`config.mk`:
```
export PLATFORM = sky130hd
export DESIGN_NAME = alineador_serial
export DESIGN_NICKNAME = d
export VERILOG_FILES = /design/src/rtl/alineador_serial.sv
export SDC_FILE = /design/constraint.sdc
export NUM_CORES = 1
export LEC_CHECK = 0
export BUFFER_PORTS_ARGS = -buffer_cell sky130_fd_sc_hd__buf_2
export CAP_MARGIN = 30
export CORE_MARGIN = 3
export CORE_UTILIZATION = 50
export CTS_BUF_LIST = sky130_fd_sc_hd__clkbuf_4
export DETAILED_ROUTE_END_ITERATION = 8
export PLACE_DENSITY_LB_ADDON = 0.12
export REMOVE_ABC_BUFFERS = 1
export SLEW_MARGIN = 25
export SYNTH_ARGS = -nofsm -noshare
export SYNTH_HDL_FRONTEND = slang
export SYNTH_SLANG_ARGS = --single-unit
```
`constraint.sdc`:
```
create_clock -name clk -period 3.4 [get_ports clk]
set_input_delay 0.34 -clock clk [delete_from_list [all_inputs] [get_ports clk]]
set_output_delay 0.34 -clock clk [all_outputs]
set_load 0.05 [all_outputs]
```
`src/rtl/alineador_serial.sv`:
```
`default_nettype none
// ============================================================================
// Module      : alineador_serial
// Description : Receive-side deserializer and 10-bit symbol aligner. Shifts
//               in the serial line, hunts for the K28.5 comma to find the
//               symbol boundary, confirms it over several aligned commas,
//               then delivers one aligned symbol every ten bit-clocks.
// Revision    : 1.0 - initial release
// ----------------------------------------------------------------------------
// Parameters:
//   COMMA_LOCK  aligned commas needed to declare lock (1..7)
//   LOSS_LIMIT  off-boundary commas while locked that drop lock (1..7)
// Build option:
//   COMMA_RDPOS_EN  when defined, the RD+ form of K28.5 (1100000101) is also
//                   recognised as a comma; otherwise only RD- (0011111010).
// Ports:
//   clk       in   serial bit clock, rising edge
//   rst       in   asynchronous reset, active low
//   enb       in   clock enable; low freezes state, valid/commaDet read 0
//   serialIn  in   serial line, symbol bit 9 first
//   dataOut   out  last aligned symbol, bit 9 = first received
//   valid     out  one-cycle strobe, dataOut holds a new symbol
//   locked    out  high while aligned
//   commaDet  out  one-cycle strobe, comma seen at any bit position
// ============================================================================
module alineador_serial #(
  parameter int COMMA_LOCK = 3,
  parameter int LOSS_LIMIT = 4
) (
  input  logic       clk,
  input  logic       rst,
  input  logic       enb,
  input  logic       serialIn,
  output logic [9:0] dataOut,
  output logic       valid,
  output logic       locked,
  output logic       commaDet
);

  // --------------------------------------------------------------------------
  // Elaboration-time parameter range checks
  // --------------------------------------------------------------------------
  if ((COMMA_LOCK < 1) || (COMMA_LOCK > 7)) begin : g_bad_comma_lock
    $error("alineador_serial: COMMA_LOCK must be in 1..7");
  end
  if ((LOSS_LIMIT < 1) || (LOSS_LIMIT > 7)) begin : g_bad_loss_limit
    $error("alineador_serial: LOSS_LIMIT must be in 1..7");
  end

  // --------------------------------------------------------------------------
  // Constants
  // --------------------------------------------------------------------------
  localparam logic [9:0] c_K28_5_RDN = 10'b0011111010;
`ifdef COMMA_RDPOS_EN
  localparam logic [9:0] c_K28_5_RDP = 10'b1100000101;
`endif
  localparam logic [3:0] c_BIT_LAST  = 4'd9;
  localparam logic [3:0] c_LOCK_CNT  = 4'(COMMA_LOCK);
  localparam logic [3:0] c_LOSS_CNT  = 4'(LOSS_LIMIT);

  localparam logic [1:0] c_BUSCAR    = 2'd0;
  localparam logic [1:0] c_CONFIRMAR = 2'd1;
  localparam logic [1:0] c_ALINEADO  = 2'd2;

  // --------------------------------------------------------------------------
  // State
  // --------------------------------------------------------------------------
  // Only the nine newest bits are kept: the window always re-reads them and
  // appends the incoming bit, so the oldest bit would never be looked at.
  logic [8:0] r_shift_reg;
  logic [3:0] r_bit_cnt;
  logic [2:0] r_cnt_comma;
  logic [2:0] r_cnt_err;
  logic [1:0] r_state;
  logic [9:0] r_data_out;
  logic       r_valid;
  logic       r_locked;
  logic       r_comma_det;

  // --------------------------------------------------------------------------
  // Combinational decode
  // --------------------------------------------------------------------------
  logic [9:0] w_window;
  logic       w_comma;
  logic       w_boundary;
  logic [3:0] w_comma_inc;
  logic [3:0] w_err_inc;
  logic [1:0] w_state_nxt;
  logic [3:0] w_bit_cnt_nxt;
  logic [2:0] w_cnt_comma_nxt;
  logic [2:0] w_cnt_err_nxt;
  logic       w_load_sym;

  assign w_window = {r_shift_reg, serialIn};

`ifdef COMMA_RDPOS_EN
  assign w_comma = (w_window == c_K28_5_RDN) || (w_window == c_K28_5_RDP);
`else
  assign w_comma = (w_window == c_K28_5_RDN);
`endif

  // The window completes a symbol when this edge samples its tenth bit.
  assign w_boundary  = (r_bit_cnt == c_BIT_LAST);
  assign w_comma_inc = {1'b0, r_cnt_comma} + 4'd1;
  assign w_err_inc   = {1'b0, r_cnt_err} + 4'd1;

  always_comb begin
    w_state_nxt     = r_state;
    w_bit_cnt_nxt   = w_boundary ? 4'd0 : (r_bit_cnt + 4'd1);
    w_cnt_comma_nxt = r_cnt_comma;
    w_cnt_err_nxt   = r_cnt_err;
    w_load_sym      = 1'b0;

    case (r_state)
      c_BUSCAR: begin
        if (w_comma) begin
          // Anchor: the next bit is bit 9 of the following symbol.
          w_bit_cnt_nxt   = 4'd0;
          w_cnt_comma_nxt = 3'd1;
          if (c_LOCK_CNT == 4'd1) begin
            w_state_nxt   = c_ALINEADO;
            w_cnt_err_nxt = 3'd0;
          end else begin
            w_state_nxt   = c_CONFIRMAR;
          end
        end
      end

      c_CONFIRMAR: begin
        if (w_comma) begin
          if (w_boundary) begin
            w_cnt_comma_nxt = w_comma_inc[2:0];
            if (w_comma_inc == c_LOCK_CNT) begin
              // Lock is declared here, but this symbol is not delivered;
              // the first valid comes on the following boundary.
              w_state_nxt   = c_ALINEADO;
              w_cnt_err_nxt = 3'd0;
            end
          end else begin
            // Comma at a different phase: trust the newest one and restart.
            w_bit_cnt_nxt   = 4'd0;
            w_cnt_comma_nxt = 3'd1;
          end
        end
      end

      c_ALINEADO: begin
        // Every boundary symbol, commas included, goes to the decoder.
        w_load_sym = w_boundary;
        if (w_comma) begin
          if (w_boundary) begin
            w_cnt_err_nxt = 3'd0;
          end else begin
            w_cnt_err_nxt = w_err_inc[2:0];
            if (w_err_inc == c_LOSS_CNT) begin
              // Drop lock without re-anchoring; the hunt starts on the
              // next comma seen from BUSCAR.
              w_state_nxt     = c_BUSCAR;
              w_cnt_comma_nxt = 3'd0;
            end
          end
        end
      end

      default: begin
        w_state_nxt = c_BUSCAR;
      end
    endcase
  end

  // --------------------------------------------------------------------------
  // Registers
  // --------------------------------------------------------------------------
  always_ff @(posedge clk or negedge rst) begin
    if (!rst) begin
      r_shift_reg <= 9'd0;
      r_bit_cnt   <= 4'd0;
      r_cnt_comma <= 3'd0;
      r_cnt_err   <= 3'd0;
      r_state     <= c_BUSCAR;
      r_data_out  <= 10'd0;
      r_valid     <= 1'b0;
      r_locked    <= 1'b0;
      r_comma_det <= 1'b0;
    end else if (!enb) begin
      // Frozen: strobes are cleared so nothing is reported twice, and a
      // symbol interrupted here resumes seamlessly when enb returns.
      r_valid     <= 1'b0;
      r_comma_det <= 1'b0;
    end else begin
      r_shift_reg <= w_window[8:0];
      r_bit_cnt   <= w_bit_cnt_nxt;
      r_cnt_comma <= w_cnt_comma_nxt;
      r_cnt_err   <= w_cnt_err_nxt;
      r_state     <= w_state_nxt;
      r_valid     <= w_load_sym;
      if (w_load_sym) begin
        r_data_out <= w_window;
      end
      r_comma_det <= w_comma;
      r_locked    <= (w_state_nxt == c_ALINEADO);
    end
  end

  assign dataOut  = r_data_out;
  assign valid    = r_valid;
  assign locked   = r_locked;
  assign commaDet = r_comma_det;

endmodule
`default_nettype wire

```
---- After elaboration in Yosys (flattened, before gate mapping) ----
Cells that the tools add are included.
Widths: inputs -> output; s select.
word-level totals
  output and inout bits ................... 13
  word-level logic and storage cells ...... 61
  bits in registers ....................... 34
cells by class
  equal/unequal tests ..................... 14
  reductions and logical operators ........ 6
  multiplexer cells ....................... 29
  $add $sub $neg .......................... 3
operators by type and width
  cell                 number
  $mux 3               11
  $mux 4               4
  $mux 2               7
  $ne 2x2->1 const B   7
  $eq 10x8->1 const B  1
  $pmux 3 s3           1
  $add 3x1->4 const B  2
  $pmux 4 s2           1
  $reduce_and 7->1     1
  $pmux 2 s3           1
  $pmux 3 s2           1
  $reduce_and 6->1     1
  $add 4x1->4 const B  1
  $eq 2x2->1 const B   2
  $eq 4x2->1 const B   1
  $eq 4x3->1 const B   1
  $eq 4x4->1 const B   1
  $mux 1               3
  $reduce_bool 3->1    1
  $eq 2x1->1 const B   1
  $logic_not 2->1      1
  $reduce_and 2->1     1
  $reduce_bool 2->1    1

---- Depth between registers and ports, before layout ----
Gate-level depths: netlist of run 1.
  depth in word-level cells ............... 7
  depth in mapped cells ................... 7
  depth with buffers taken out ............ 7

---- Worst setup path before layout of run 1 ----
No wires, ideal clock.
  path type ............................... flip-flop to flip-flop
  start point ............................. register r_cnt_err[0]
  end point ............................... register r_cnt_comma[1]
  clock period less this slack ............ 1.729 ns
  path slack .............................. 1.671 ns
  stages on the path, launching flop included .. 6
  required time ........................... 3.272 ns
  data arrival time ....................... 1.601 ns
  path buffers ............................ 0
  cells stage by stage .................... dfrtp_1 > ha_1 > xor2_1 > nand4_1 > o32ai_2 > mux2_1
on the way
  longest elaborated chain between the ends .. 4
RTL lines
  what                        RTL line  text
  start: declaration          73        logic [2:0] r_cnt_err;
  start signal: assignment    194       r_cnt_err <= w_cnt_err_nxt;
  $add 3x1->4                 105       assign w_err_inc = {1'b0, r_cnt_err} + 4'd1;
  $eq 4x3->1                  155       if (w_err_inc == c_LOSS_CNT) begin
  $ne 2x2->1 (no line)        n/a
  $reduce_and 7->1 (no line)  n/a
  end signal: assignment      193       r_cnt_comma <= w_cnt_comma_nxt;
  end: declaration            72        logic [2:0] r_cnt_comma;
Every way passes these cells.
A chain may end at the register's enable or synchronous reset.

---- Final worst setup path of run 1 ----
  start point ............................. register r_state[0]
  end point ............................... register r_data_out[7] (netlist: dataOut[7])
on the way
  longest elaborated chain between the ends .. 3
RTL lines
  what                        RTL line  text
  start: declaration          74        logic [1:0] r_state;
  start signal: assignment    180       r_state <= c_BUSCAR;
  start signal: assignment    195       r_state <= w_state_nxt;
  $eq 2x2->1                  114       case (r_state)
  $mux 1                      114
  $reduce_and 2->1 (no line)  n/a
  end signal: assignment      198       r_data_out <= w_window;
  end: declaration            75        logic [9:0] r_data_out;
Every way passes these cells.

==> metrics.md, run 1 <==
| Metric | Value |
|---|---|
| Die area | `4180 um2` |
| Worst EP required | `3.62 ns` |
| Async set or reset register ratio after synthesis | `100%` |
| Clock sinks | `34` |
| Cell Area, Synth | `1720 um2` |
| Core Region | `3150 um2` |
| Post_cts resized | `0` |
| Dpl cell area | `1840 um2` |
| CP arrival | `2.30 ns` |
| GP Congestion | `0.884` |
| Crit-path max cell delay | `0.47 ns` |
| Layout area overhead | `10.3%` |
| Dominant synthesized flop cell | `dfrtp_1` |
| Share of post-route cells with drive strength above 1 | `30.1%` |
| Final period utilization | `61.1%` |
| CTS max path bufs | `2` |
| Hold Crit Class | `in2async` |
| Clock transition at path regs | `0.10 ns` |
| Hold_buf cts | `0` |
| RSZ-0062 raised after global routing | `no` |
| Vias in the first global route | `1187` |
| R2r worst-path depth | `6` |
| Fin worst setup slack | `1.32 ns` |
| Ant diodes | `0` |
| Gr ovfl total | `0` |
| Cells after Synth | `141` |
| Pre-Repair DR Iteration Count | `4` |
| Register area share after synthesis | `49.5%` |
| Largest net degree at the start of global routing | `35` |
| Clock insertion delay at the later pin of the skew report | `0.33 ns` |
| First-pass GRT wire length | `5500 um` |
| Hold Vio Cnt, Final | `0` |
| Rows | `20` |
| Total detailed-routing wirelength | `3100 um` |
| Starting Density | `54.5%` |
| LEAKAGE | `0.944 nW` |
| Clock Skew | `0.00648 ns` |
| Syn Area/Cell | `12.2 um2` |
| Synth cell types | `43` |
| Fin. max-slew vios | `0` |
| Crit Path Max Fanout | `8` |
| #FFs+latches synth | `34` |
| Postcts setup bufs | `0` |
| Wire per inst | `15.0 um` |
| DP Worst Slack | `1.16 ns` |
| Critical Path Stages | `6` |
| All-Layer GR Usage | `17.2%` |
| Final setup viols | `0` |
| Setup TNS | `0 ns` |
| Kind of critical path | `reg2reg` |
| Slew @ Worst Pin | `0.728 ns` |
| CP Cell Sequence | `inv_1, ha_1, nand2_1, nor2_1, buf_4, mux2_2` |
| Max-Cap Viols | `0` |
| YS warnings | `0` |
| Nets | `177` |
| Die Y | `64.6 um` |
| Post-synth EDFFs | `0` |
| Max-slew headroom | `51.5%` |
| # IOs | `17` |
| Met3 usage | `5.20%` |
| M2 GR Usage | `28.9%` |
| Status | `finished, final reports clean` |
| Crit. End Element | `flop` |
| Pwr/cell area | `547 nW/um2` |
| Worst path buffer plus inverter count | `2` |
| Fillers | `276` |
| Root Driver | `clkbuf_4` |
| H-tree levels | `2` |
| Slowest CP cell | `dfrtp_1` |
| HPWL after DPL | `2250 um` |
| DR vias | `1139` |
| Initial antenna violation count | `0` |
| CTS tree | `done` |
| Number of remaining DRC errors | `0` |
| GR met1 Demand/Resource | `21.6%` |
| Num CTS Buffers | `5` |
| Iteration-0 DRC Markers | `28` |
| I/O Buffers | `16` |
| Die span in x | `64.6 um` |
| Max reg flops | `10` |
| DRT antenna net count | `0` |
| Min Tclk post-route | `2.08 ns` |
| Vias per inst | `5.50` |
| Worst setup SP type | `flop` |
| Final instance area | `1900 um2` |
| Delay-heaviest family, CP | `flip-flops` |
| Grt peak-use layer | `met2` |
| F_max | `481 MHz` |
| Worst IR drop on VDD | `0.413 mV` |
## area by class of cell
| cell class | instances | area (um2) | area share (%) |
|---|---|---|---|
| clock buffers | 5 | 37.5 | 1.98 |
| inverters | 9 | 33.8 | 1.78 |
| clock inverters | 3 | 11.3 | 0.594 |
| repair buffers | 17 | 87.6 | 4.62 |
| multi-input cells | 95 | 821 | 43.3 |
| well taps | 44 | 55.1 | 2.90 |
| flip-flops and latches | 34 | 851 | 44.9 |
## worst paths after layout
kind / start / end / slack (ns)
min: rst / r_bit_cnt[3] / 0.06
min reg2reg: dataOut[1] / dataOut[1] / 0.51
min in group clk: serialIn / dataOut[0] / 0.27
max in group asynchronous: rst / dataOut[0] / 2.87
max reg2reg: r_state[0] / dataOut[7] / 1.32
max: r_state[0] / dataOut[7] / 1.32
## Yosys cell counts, types with 2 or more instances
library cell  count  share of area, %
nor2b_1           2              0.73
a21o_1            2              0.87
nand4_1           2              0.73
and3_1            2              0.73
nor2_1            5               1.1
mux2i_1           2               1.2
o21ai_0           3              0.87
buf_2             2              0.58
nand2b_1          3               1.1
o22ai_1           3               1.1
dfrtp_1          34                49
nand3_1           2              0.58
a21oi_1           3              0.87
mux2_2           19                12
o2bb2ai_1         3               1.5
inv_1             9               2.0
nand2_1           6               1.3
a31oi_1           2              0.73
ha_1             11               8.0
mux2_1            2               1.3
and4bb_2          2               1.5
## where the power goes
| group | total [mW] | switching, mW | internal [mW] |
|---|---|---|---|
| clock network | 0.200 | 0.127 | 0.0736 |
| registers | 0.549 | 0.0658 | 0.483 |
| logic | 0.289 | 0.173 | 0.117 |
| total | 1.04 | 0.365 | 0.673 |
## cells in the final DEF (no fill, tap or decap), drive strengths merged, types with 2 or more instances in the layout
cell,instances
nor2b,2
clkbuf,5
and2,2
ha,11
and3,3
o2bb2ai,3
nor2,5
mux2i,2
dfrtp,34
a21oi,3
nand4,2
nand3,3
a21o,2
nand3b,2
a31oi,2
inv,9
o21ai,4
o22ai,3
mux2,21
nand2,6
nand2b,3
and4bb,3
buf,17
clkinv,3
## cell families (layout without fill, tap and decap cells)
logic type,after synthesis,after routing,share of synthesized area [%]
flops,34,34,49.5
simple gates,33,33,12.6
compound gates,26,26,11.2
mux,23,23,14.9
buf+inv,12,34,2.77
fa+ha+maj,11,11,8.01
xor+xnor,2,2,1.02
## layer usage
metal	wire length, um	share of wire (%)
met2	1560	50
met3	99	3.2
met1	1400	45
met4	42	1.4
met5	0	0
## through the flow
step                      hold WS, ns  total power, mW  instances  utilization [%]
after detailed placement        0.444            0.848        198             58.4
after global placement          0.439            0.834        198             58.4
after CTS                      0.0772             1.05        206             59.9
after floorplan                0.0444            0.765        138                -
final                          0.0587             1.04        207             60.2
after global routing            0.102             1.11        207             60.2
No activity file was read; power rests on OpenSTA's default activity.
==> run 2: changes to the inputs <==
==> constraint.sdc (replaced) <==
create_clock -name clk -period 1.8 [get_ports clk]
set_input_delay 0.18 -clock clk [delete_from_list [all_inputs] [get_ports clk]]
set_output_delay 0.18 -clock clk [all_outputs]
set_load 0.05 [all_outputs]
==> run 2 against run 1 <==
  * Via count is 6.7% higher
  * Clock power grew to 2.8 times the previous value
  * Largest cell class is now multi-input gates
  * Register-to-register slack worse by 1.3 ns
  * Sequential share of layout area is 3.6 points lower
  * Setup slack worse by 1.3 ns
  * Hold slack better by 0.037 ns
  * Critical path depth is 1 lower
  * Clock-buffer cell count stayed put
  * Highest routed layer unchanged
  * Critical path type unchanged
==> metrics.md, run 2 (synthesis results as in run 1) <==
| Metric | Value |
|---|---|
| Status | `finished, final reports clean` |
| Clock insertion delay at the later pin of the skew report | `0.33 ns (about the same)` |
| Worst IR drop on VDD | `0.795 mV (+93%)` |
| Pwr/cell area | `1060 nW/um2 (+94%)` |
| Worst EP required | `2.03 ns (-1.59 ns)` |
| Final setup viols | `0 (unchanged)` |
| H-tree levels | `2 (unchanged)` |
| LEAKAGE | `1.01 nW (+6.9%)` |
| Ant diodes | `0 (unchanged)` |
| Final Non-Filler Cells | `217 (+4.8%)` |
| Hold Crit Class | `in2reg` |
| Core Region | `3150 um2 (unchanged)` |
| Kind of critical path | `reg2reg` |
| Wire per inst | `14.3 um (-4.5%)` |
| Number of remaining DRC errors | `0 (unchanged)` |
| Pre-Repair DR Iteration Count | `4 (unchanged)` |
| First-pass GRT wire length | `5530 um (+0.62%)` |
| DR vias | `1215 (+6.7%)` |
| Rows | `20 (unchanged)` |
| HPWL after DPL | `2210 um (-1.6%)` |
| Internal Power | `1.47 mW (+120%)` |
| CP arrival | `1.99 ns (-0.31 ns)` |
| Initial antenna violation count | `0 (unchanged)` |
| Psw | `0.738 mW (+100%)` |
| CTS max path bufs | `2 (unchanged)` |
| Most frequent cells in the layout | `dfrtp_1, mux2_2, buf_2` |
| Max reg flops | `10 (unchanged)` |
| Slew @ Worst Pin | `0.728 ns (-0.000189 ns)` |
| Crit Path Max Fanout | `5 (-3)` |
| Vias in the first global route | `1236 (+4.1%)` |
| Share of post-route cells with drive strength above 1 | `41.0% (+11 points)` |
| Fin. max-slew vios | `0 (unchanged)` |
| Min Tclk post-route | `1.76 ns (-0.316 ns)` |
| Slowest CP cell | `dfrtp_1` |
| Nets | `187 (+5.6%)` |
| DRT antenna net count | `0 (unchanged)` |
| Total detailed-routing wirelength | `3100 um (+0.13%)` |
| Largest net degree at the start of global routing | `35 (unchanged)` |
| Hold_ws | `0.0961 ns (+0.0374 ns)` |
| Max-Cap Viols | `0 (unchanged)` |
| Iteration-0 DRC Markers | `29 (+3.6%)` |
| Crit. End Element | `flop` |
| Gr ovfl total | `0 (unchanged)` |
| CTS tree | `done` |
| Most common cell after layout, fill and taps aside | `dfrtp_1` |
| Root Driver | `clkbuf_4` |
| GP Congestion | `0.888 (+0.44%)` |
| Clock sinks | `34 (unchanged)` |
| Starting Density | `54.5% (unchanged)` |
| Comb pwr share | `27.8% (about the same)` |
| Vias per inst | `5.60 (+1.8%)` |
| Die span in x | `64.6 um (unchanged)` |
| Switching Fraction | `33.4% (-1.7 points)` |
| # IOs | `17 (unchanged)` |
| CP Cell Sequence | `and4bb_2, and3_4, and2_4, o21a_1, mux2_1` |
| Clock power share | `25.3% (+6.0 points)` |
| F_max | `568 MHz (+18%)` |
| Sequential power share | `47.0% (-5.8 points)` |
| Crit-path max cell delay | `0.42 ns (-0.05 ns)` |
| I/O Buffers | `16 (unchanged)` |
| Max-slew headroom | `51.5% (about the same)` |
| Layout area overhead | `20.6%` |
| Worst setup SP type | `flop` |
| Final period utilization | `97.9% (+37 points)` |
| Placed Instances | `207 (+4.5%)` |
| Num CTS Buffers | `5 (unchanged)` |
| Clock transition at path regs | `0.11 ns (about the same)` |
| Die Y | `64.6 um (unchanged)` |
| RSZ-0062 raised after global routing | `yes` |
| Hold Vio Cnt, Final | `0 (unchanged)` |
| Clock Skew | `0.00630 ns (-0.000178 ns)` |
| All-Layer GR Usage | `17.1% (-0.13 points)` |
| Die area | `4180 um2 (unchanged)` |
-- run 2: path summary, 6_finish.rpt --
check / start / to / slack, ns / cells past startpoint
max: r_shift_reg[1] / r_cnt_err[1] / 0.04 / 5
min: serialIn / r_shift_reg[0] / 0.1 / 2
max reg2reg: r_shift_reg[1] / r_cnt_err[1] / 0.04 / 5
min reg2reg: dataOut[8] / dataOut[8] / 0.51 / 1
max in group asynchronous: rst / r_cnt_err[1] / 0.87 / 2
min in group asynchronous: rst / r_cnt_err[2] / 0.43 / 2
-- run 2: worst max-delay path, delay by kind of cell, from the launching register on --
kind,cells,cell delay (ns)
flops,1,0.42
mux,1,0.32
compound gates,1,0.14
simple gates,3,0.77
-- run 2: stage by stage --
stage	setup WS, ns	cell area [um2]	TNS, ns	utilization [%]	total power [mW]
floorplan	-0.0321	1710	-0.320	-	1.45
global placement	0.0363	1910	0	60.5	1.60
detailed placement	-0.0167	1910	-0.0167	60.5	1.62
CTS	0.0170	2020	0	64.0	2.20
global route	-0.0567	2070	-0.0939	65.8	2.34
finish	0.0381	2070	0	65.8	2.21
-- run 2: area by class of cell --
class / count / area (um2)
inverters: 9 / 33.8
flip-flops and latches: 34 / 855
well taps: 44 / 55.1
repair buffers: 27 / 165
fillers: 262 / 1080
clock buffers: 5 / 37.5
multi-input cells: 95 / 882
clock inverters: 3 / 45.0
-- run 2: per-layer routing --
layer / vias up / track usage (%) / wire length [um]
met2: 21 / 28.2 / 1530
met1: 608 / 21.4 / 1410
met5: - / 0 / 0
li1: 580 / - / -
met3: 6 / 4.16 / 99
met4: 0 / 7.12 / 65
-- run 2: power by group through the flow --
stage               Sequential [mW]  Clock, mW  Combinational [mW]
floorplan                      1.14          0               0.303
global placement               1.03          0               0.566
detailed placement             1.04          0               0.580
CTS                            1.03      0.573               0.598
global route                   1.06      0.607               0.674
finish                         1.04      0.558               0.613
-- run 2: timing repair --
item / in CTS / in global routing
endpoints found under the setup margin: 1 / 15
pin swaps: 1 / 3
setup buffers: 0 / 1
hold buffers: 1 / 0
resized for setup: 2 / 11
endpoints found under the hold margin: 34 / 0
==> run 3: changes to the inputs <==
==> constraint.sdc (replaced) <==
create_clock -name clk -period 1.71 [get_ports clk]
set_input_delay 0.171 -clock clk [delete_from_list [all_inputs] [get_ports clk]]
set_output_delay 0.171 -clock clk [all_outputs]
set_load 0.05 [all_outputs]
==> run 3 against run 2 <==
  * Total power grew 5.1%
  * Final cell count grew 8.8%
  * Clock skew shrank 0.0023 ns
  * Utilization grew 5.6 points
  * Via count grew 3.4%
  * Maximum frequency grew 3.2%
==> metrics.md, run 3 (synthesis results as in run 1) <==
| Metric | Value |
|---|---|
| CTS tree | `done` |
| Share of post-route cells with drive strength above 1 | `51.0% (+10 points)` |
| # IOs | `17 (unchanged)` |
| Fillers | `244 (-6.9%)` |
| RSZ-0062 raised after global routing | `yes` |
| I/O Buffers | `16 (unchanged)` |
| Slowest CP cell | `dfrtp_1` |
| Max reg flops | `10 (unchanged)` |
| Die Y | `64.6 um (unchanged)` |
| Total detailed-routing wirelength | `3260 um (+5.1%)` |
| Overall Power | `2.32 mW (+5.1%)` |
| Status | `finished, final reports clean` |
| Starting Density | `54.5% (unchanged)` |
| Placed Instances | `220 (+6.3%)` |
| HPWL after DPL | `2340 um (+5.9%)` |
| Max-slew headroom | `50.4% (-1.1 points)` |
| Core Region | `3150 um2 (unchanged)` |
| Crit-path max cell delay | `0.39 ns (-0.03 ns)` |
| DR vias | `1256 (+3.4%)` |
| Kind of critical path | `reg2reg` |
| Dpl cell area | `2010 um2 (+5.1%)` |
| Nets | `206 (+10%)` |
| CP arrival | `1.93 ns (-0.06 ns)` |
| Hold Crit Class | `in2reg` |
| LEAKAGE | `1.10 nW (+9.0%)` |
| Max-Cap Viols | `0 (unchanged)` |
| Final setup viols | `0 (unchanged)` |
| Clock transition at path regs | `0.10 ns (about the same)` |
| Final instance area | `2250 um2 (+8.5%)` |
| DRT antenna net count | `0 (unchanged)` |
| Gr ovfl total | `0 (unchanged)` |
| Clock Skew | `0.00397 ns (-0.00233 ns)` |
| Initial antenna violation count | `0 (unchanged)` |
| CP Cell Sequence | `and4bb_4, and3_4, and2_4, o21a_1, mux2_4` |
| Final Non-Filler Cells | `236 (+8.8%)` |
| Min Tclk post-route | `1.71 ns (-0.0550 ns)` |
| Clock insertion delay at the later pin of the skew report | `0.33 ns (about the same)` |
| H-tree levels | `2 (unchanged)` |
| All-Layer GR Usage | `18.1% (+1.0 points)` |
| Wire per inst | `13.8 um (-3.4%)` |
| Root Driver | `clkbuf_4` |
| F_max | `586 MHz (+3.2%)` |
| Hold Vio Cnt, Final | `0 (unchanged)` |
| Clock sinks | `34 (unchanged)` |
| Fin. max-slew vios | `0 (unchanged)` |
| Fin worst setup slack | `0.00304 ns (-0.0350 ns)` |
| Crit Path Max Fanout | `5 (unchanged)` |
| Most frequent cells in the layout | `dfrtp_1, buf_4, mux2_2` |
| Most common cell after layout, fill and taps aside | `dfrtp_1` |
| Final period utilization | `99.8% (+1.9 points)` |
| Vias per inst | `5.32 (-4.9%)` |
| Worst IR drop on VDD | `0.848 mV (+6.6%)` |
| GP Congestion | `0.930 (+4.7%)` |
| CTS max path bufs | `2 (unchanged)` |
| Rows | `20 (unchanged)` |
| Worst EP required | `1.94 ns (-0.09 ns)` |
| Pwr/cell area | `1030 nW/um2 (-3.1%)` |
| First-pass GRT wire length | `5840 um (+5.6%)` |
| Vias in the first global route | `1279 (+3.5%)` |
| DP Worst Slack | `-0.0815 ns (-0.0648 ns)` |
| Number of remaining DRC errors | `0 (unchanged)` |
| Die span in x | `64.6 um (unchanged)` |
| Pre-Repair DR Iteration Count | `4 (unchanged)` |
| Layout area overhead | `30.9%` |
| Die area | `4180 um2 (unchanged)` |
| Slew @ Worst Pin | `0.744 ns (+0.0168 ns)` |
| Setup TNS | `0 ns (unchanged)` |
| Iteration-0 DRC Markers | `71 (+140%)` |
| Num CTS Buffers | `5 (unchanged)` |
| Largest net degree at the start of global routing | `35 (unchanged)` |
| Worst setup SP type | `flop` |
| Ant diodes | `0 (unchanged)` |
| Crit. End Element | `flop` |
run 3: changes by cell type in the layout (fill, tap and decap cells not counted), moves of 3 or more:
cell,previous run,this run
buf_4,10,29
inv_2,0,3
ha_1,8,5
clkinv_1,0,3
inv_1,9,5
run 3: layout make-up:
type,count,area (um2),share of cell area [%]
Tap cell,44,55.1,2.45
Clock buffer,5,37.5,1.67
Timing Repair Buffer,46,308,13.7
Sequential cell,34,853,37.9
Multi-Input combinational cell,95,948,42.2
Clock inverter,3,11.3,0.501
Inverter,9,36.3,1.61
run 3: worst max-delay path, delay by kind of cell, from the launching register on:
family           cells  cell delay, ns
AO/OA/AOI/OAI        1            0.16
flip-flops           1            0.39
AND/OR/NAND/NOR      3            0.74
multiplexers         1            0.31
run 3: worst paths after layout:
path | start | to | slack, ns | cells past startpoint
min reg2reg | dataOut[3] | dataOut[3] | 0.51 | 1
max in group asynchronous | rst | r_state[1] | 0.76 | 2
min in group asynchronous | rst | r_bit_cnt[2] | 0.43 | 2
max reg2reg | r_shift_reg[8] | r_cnt_err[1] | 0.003 | 5
min | serialIn | r_shift_reg[0] | 0.1 | 2
max | r_shift_reg[8] | r_cnt_err[1] | 0.003 | 5
run 3: power by group:
| part | switching, mW | total [mW] | leakage, nW | internal (mW) |
|---|---|---|---|---|
| logic | 0.427 | 0.829 | 0.630 | 0.403 |
| registers | 0.125 | 1.09 | 0.442 | 0.961 |
| clock network | 0.258 | 0.405 | 0.0277 | 0.146 |
| total | 0.810 | 2.32 | 1.10 | 1.51 |
run 3: stage by stage:
| stage | hold WS (ns) | util, % |
|---|---|---|
| after floorplan | -0.125 | - |
| after global placement | 0.267 | 63.6 |
| after detailed placement | 0.280 | 63.6 |
| after CTS | 0.0858 | 66.9 |
| after global routing | 0.104 | 71.3 |
| final | 0.0991 | 71.3 |
run 3: repair_timing:
action	4_1_cts	5_1_grt
hold endpoints to repair	34	0
pin swaps	4	9
hold buffers	1	0
gates resized for setup	8	23
setup buffers	0	7
setup endpoints to repair	6	21
run 3: layer usage:
metal / global-route usage (%) / wire length, um / share of wire, % / vias to the layer above
li1: - / - / - / 614
met4: 5.54 / 54 / 1.7 / 0
met3: 4.68 / 116 / 3.6 / 5
met5: 0 / 0 / 0 / -
met1: 23.1 / 1520 / 46 / 618
met2: 30.2 / 1580 / 48 / 19
